$ cat config.mk
export PLATFORM = sky130hd
export DESIGN_NAME = adder_share_arbiter
export DESIGN_NICKNAME = d
export VERILOG_FILES = /design/src/rtl/adder_share_arbiter.sv
export SDC_FILE = /design/constraint.sdc
export NUM_CORES = 1
export LEC_CHECK = 0
export BUFFER_PORTS_ARGS = -buffer_cell sky130_fd_sc_hd__buf_4
export CAP_MARGIN = 20
export CORE_ASPECT_RATIO = 0.8
export CORE_MARGIN = 5
export CORE_UTILIZATION = 49
export CTS_CLUSTER_DIAMETER = 50
export CTS_CLUSTER_SIZE = 12
export DETAILED_ROUTE_END_ITERATION = 6
export PLACE_DENSITY_LB_ADDON = 0.25
export SETUP_SLACK_MARGIN = 0.3
export SYNTH_ARGS = -nofsm -noshare
export SYNTH_HDL_FRONTEND = slang
export SYNTH_SLANG_ARGS = --single-unit
$ cat constraint.sdc
create_clock -name clk -period 3.54 [get_ports clk]
set_clock_uncertainty 0.1 [all_clocks]
set_input_delay 0.177 -clock clk [delete_from_list [all_inputs] [get_ports clk]]
set_output_delay 0.177 -clock clk [all_outputs]
set_load 0.1 [all_outputs]
$ cat src/rtl/adder_share_arbiter.sv
// Shares one 3-bit adder between two requesters: round-robin grant, per-requester carry chaining.
// Latency: acceptance to response valid is ADD_LAT+2 cycles; best case one op per ADD_LAT+4 cycles.
// Backpressure: response held until the granted requester takes it; no request accepted meanwhile.
module adder_share_arbiter #(
    parameter int ADD_LAT = 1
) (
    input  logic       clk,
    input  logic       rst,
    input  logic       req0_valid,
    input  logic       req1_valid,
    output logic       req0_ready,
    output logic       req1_ready,
    input  logic [2:0] req0_a,
    input  logic [2:0] req1_a,
    input  logic [2:0] req0_b,
    input  logic [2:0] req1_b,
    input  logic       req0_cin,
    input  logic       req1_cin,
    input  logic       req0_chain,
    input  logic       req1_chain,
    output logic       rsp0_valid,
    output logic       rsp1_valid,
    input  logic       rsp0_ready,
    input  logic       rsp1_ready,
    output logic [2:0] rsp_sum,
    output logic       rsp_cout,
    output logic [2:0] add_a,
    output logic [2:0] add_b,
    output logic       add_cin,
    input  logic [2:0] add_sum,
    input  logic       add_cout,
    output logic       busy,
    output logic       grant_id
);

    typedef enum logic [1:0] {
        ST_IDLE = 2'd0,
        ST_WAIT = 2'd1,
        ST_RESP = 2'd2
    } state_t;

    localparam logic [1:0] LP_LAT = 2'(ADD_LAT);

    state_t     r_state;
    state_t     w_next_state;
    logic [1:0] r_cnt;
    logic       r_holdoff;
    logic       r_last_grant;
    logic       r_grant_id;
    logic [1:0] r_carry_q;
    logic [2:0] r_op_a;
    logic [2:0] r_op_b;
    logic       r_op_cin;
    logic [2:0] r_res_sum;
    logic       r_res_cout;

    logic       w_can_accept;
    logic       w_sel;
    logic       w_accept;
    logic       w_rsp_take;
    logic       w_eff_cin;

    // State register
    always_ff @(posedge clk) begin
        if (rst) begin
            r_state <= ST_IDLE;
        end else begin
            r_state <= w_next_state;
        end
    end

    // Next-state logic
    always_comb begin
        w_next_state = r_state;
        case (r_state)
            ST_IDLE: if (w_accept)        w_next_state = ST_WAIT;
            ST_WAIT: if (r_cnt == 2'd0)   w_next_state = ST_RESP;
            ST_RESP: if (w_rsp_take)      w_next_state = ST_IDLE;
            default:                      w_next_state = ST_IDLE;
        endcase
    end

    // Output logic; r_holdoff keeps the first IDLE cycle after a response closed to requests
    always_comb begin
        w_can_accept = 1'b0;
        rsp0_valid   = 1'b0;
        rsp1_valid   = 1'b0;
        busy         = 1'b0;
        case (r_state)
            ST_IDLE: w_can_accept = !r_holdoff && !rst;
            ST_WAIT: busy = 1'b1;
            ST_RESP: begin
                busy       = 1'b1;
                rsp0_valid = !r_grant_id && !rst;
                rsp1_valid = r_grant_id && !rst;
            end
            default: busy = 1'b0;
        endcase
    end

    assign w_sel      = (req0_valid && req1_valid) ? ~r_last_grant : req1_valid;
    assign req0_ready = w_can_accept && req0_valid && !w_sel;
    assign req1_ready = w_can_accept && req1_valid && w_sel;
    assign w_accept   = req0_ready || req1_ready;
    assign w_rsp_take = (r_state == ST_RESP) && (r_grant_id ? rsp1_ready : rsp0_ready);
    assign w_eff_cin  = w_sel ? (req1_chain ? r_carry_q[1] : req1_cin)
                              : (req0_chain ? r_carry_q[0] : req0_cin);

    always_ff @(posedge clk) begin
        if (rst) begin
            r_cnt        <= 2'd0;
            r_holdoff    <= 1'b0;
            r_last_grant <= 1'b1;
            r_grant_id   <= 1'b0;
            r_carry_q    <= 2'b00;
            r_op_a       <= 3'd0;
            r_op_b       <= 3'd0;
            r_op_cin     <= 1'b0;
            r_res_sum    <= 3'd0;
            r_res_cout   <= 1'b0;
        end else begin
            r_holdoff <= w_rsp_take;
            if (w_accept) begin
                r_op_a       <= w_sel ? req1_a : req0_a;
                r_op_b       <= w_sel ? req1_b : req0_b;
                r_op_cin     <= w_eff_cin;
                r_grant_id   <= w_sel;
                r_last_grant <= w_sel;
                r_cnt        <= LP_LAT;
            end
            if (r_state == ST_WAIT) begin
                if (r_cnt == 2'd0) begin
                    r_res_sum  <= add_sum;
                    r_res_cout <= add_cout;
                end else begin
                    r_cnt <= r_cnt - 2'd1;
                end
            end
            if (w_rsp_take) begin
                r_carry_q[r_grant_id] <= r_res_cout;
            end
        end
    end

    assign add_a    = r_op_a;
    assign add_b    = r_op_b;
    assign add_cin  = r_op_cin;
    assign rsp_sum  = r_res_sum;
    assign rsp_cout = r_res_cout;
    assign grant_id = r_grant_id;

endmodule

==> impl_results.md <==
- Area of the core: 1909 um2
- Crit. End Element: output port
- Row Count: 14
- VDD IR-drop max: 360.1 uV
- GR Util met1: 0.1818
- Net Sw Power: 0.3143 mW
- Unique cell type count in the Yosys netlist: 34
- Status: finished clean
- Post-CTS setup buffers: 0
- Total Nets Final: 175
- Cells along the critical path: inv_1 -> ha_1 -> nor3b_2 -> nand2_1 -> nor2_1 -> buf_4
- Fraction of registers with async set/reset: 0
- # setup viols final: 0
- Most Used Layer, Global Route: met2
- I/O pins: 43
- Fin. Hold Viols: 0
- First-pass GRT wire length: 3594 um
- CP Class: flop to output port
- Worst hold-check path type: input port to flop
- Tot GR Track Use: 0.1525
- Internal Power: 0.4038 mW
- Hold_sp: add_sum[0]
- Post-synthesis cell area: 999.7 um2
- Overall power: 0.7182 mW
- Clk sinks: 20
- CTS Buf Count: 3
- DRC: 0
- Unrepaired setup endpoints after global routing: false
- H-tree levels: 1
- Leading cell type in the layout, fill and taps excluded: buf_4
- MaxCap Viol Count: 0
- Slack of the critical path: 1.558 ns
- Number of global-route vias before repair: 847
- Max stage delay on crit path: 0.33 ns
- Origin of the critical flop-to-flop path: r_state[1]
- CTS root buf: clkbuf_4
- Post-Syn Nets: 132
- Routed length per placed instance: 13.48 um
- Synth warnings: 0
- Final ANT Viol Nets: 0
- CP arrival: 1.71 ns
- Startpoint Class: flop
- Cts hold-fix bufs: 0
- Met3 Use GR: 0.04872
- Post-Layout Cell Count: 168
- Combinational share of power: 0.448
- Tightest Pin Transition: 0.6470 ns
- Seq/Total Area, Yosys: 0.4005
- Die ar.: 3049 um2
- Total Wirelength: 2265 um
- Port bufs: 42
- CP Max Fanout: 4
- Initial core utilization: 0.5236
- Cells after synthesis: 102
- Fin crit share: 0.5600
- Layout cell share with drive strength beyond 1: 0.3889
- Met2 usage: 0.2572
- Pre-CTS setup slack: 1.858 ns
- Initial DRC Count: 15
- Sw frac: 0.4377
- Clock Latency Late Sink: 0.29 ns
- Static Leak: 0.6021 nW
- Initial antenna violation count: 0
- CP max stage cell: dfxtp_1
- Most frequent cells in the layout: buf_4 (42), dfxtp_1 (20), nor2_1 (16), mux2i_1 (15), a21oi_1 (5)
- Critical path buffers and inverters: 2
- Crit path time final: 1.982 ns
- Placed insts: 164
- Area grow syn2layout: 34.67%
- GP Congestion: 0.7063
- Crit path max-delay family: simple AND/OR/NAND/NOR gates
- Worst slew margin: 0.5661
- Overflow after GRT: 0
- Post-synth EDFFs: 0
- Die Ht: 50.40 um
- # diodes: 0
- Drt first pass iters: 4
- Vias per inst: 5.256
- Largest net degree at the start of global routing: 23
- Crit path from: r_state[1]
- Post-DP HPWL: 1721 um
- Pwr Density: 533.4 nW/um2
- Seq cells post-synth: 20
- Clk pin slew, worst setup/hold paths: 0.11 ns
- Setup TNS: 0 ns
- Reg power frac: 0.370
- Clock buffer depth: 2
- Die W: 60.50 um
- Syn_area_per_cell: 9.801 um2
- CP Data Required Time: 3.26 ns
- CTS resizes: 0
- CTS tree: built
- Pins Over Slew Limit: 0
- Synth Flop Type: dfxtp_1
- Clock Power Share: 0.183
- Via count: 883
- Highest clock rate: 504.4 MHz
## cells in the mapped netlist, types with 2 or more instances
cell | n | area, um2
a211oi_1 | 4 | 30.03
a211oi_2 | 2 | 25.02
a21oi_1 | 5 | 25.02
dfxtp_1 | 20 | 400.4
ha_1 | 4 | 50.05
inv_1 | 3 | 11.26
mux2i_1 | 15 | 150.1
nand2_1 | 4 | 15.01
nand3_1 | 2 | 10.01
nor2_1 | 16 | 60.06
nor2_2 | 2 | 12.51
nor2b_1 | 2 | 12.51
nor3b_2 | 2 | 25.02
## layer usage
metal / part of all wire / routed length, um
met1: 0.42 / 944
met2: 0.50 / 1122
met3: 0.071 / 160
met4: 0.016 / 37
met5: 0 / 0
## layout make-up
type	instances	area, um2
fill	143	563.0
multi-input combinational	75	553.0
tap	24	30.03
timing repair buffer	42	315.3
clock buffer	4	36.28
sequential	20	400.4
inverter	3	11.26
## sequential cells by signal, summed over array words and instances (netlist names)
signal and cells:
add_a 3, rsp_cout 1, rsp_sum 3, grant_id 1
add_b 3, r_carry_q 2, r_state 2, r_holdoff 1
r_cnt 2, r_last_grant 1, add_cin 1
## final timing paths
| kind | cells after the start | slack, ns | endpoint |
|---|---|---|---|
| hold / removal | 3 | 0.01 | rsp_sum[0] |
| setup / recovery | 6 | 1.56 | req0_ready |
| hold reg to reg | 2 | 0.37 | add_cin |
| setup reg to reg | 5 | 1.83 | rsp_sum[1] |
## metrics by stage
stage / hold slack (ns) / util / instance area (um2)
floorplan: 0.2242 / - / 999.7
global placement: 0.3096 / 0.6861 / 1310
detailed placement: 0.3256 / 0.6861 / 1310
CTS: 0.006653 / 0.7051 / 1346
global route: 0.008175 / 0.7051 / 1346
finish: 0.01383 / 0.7051 / 1346
## worst register-to-register path: stages (launching register included)
cell,delay [ns]
dfxtp_1,0.33
inv_1,0.13
ha_1,0.28
nor3b_2,0.45
mux2i_1,0.26
nor2_1,0.06
## kinds of logic (layout without fill, tap and decap cells)
family,Yosys count,count (layout),share of synthesized area
adders and majority gates,4,4,0.05006
AOI/OAI and AO/OA,20,20,0.1577
buffers and inverters,7,49,0.04629
muxes,16,16,0.1614
and+or+nand+nor,35,35,0.1840
DFF,20,20,0.4005
## power by group through the flow
stage | Combinational [mW] | Sequential, mW | Clock [mW]
final | 0.322 | 0.266 | 0.131
after CTS | 0.323 | 0.266 | 0.135
after detailed placement | 0.321 | 0.271 | 0
after global placement | 0.317 | 0.269 | 0
after global routing | 0.339 | 0.270 | 0.144
after floorplan | 0.147 | 0.379 | 0
Power figures use the tool's default switching activity.
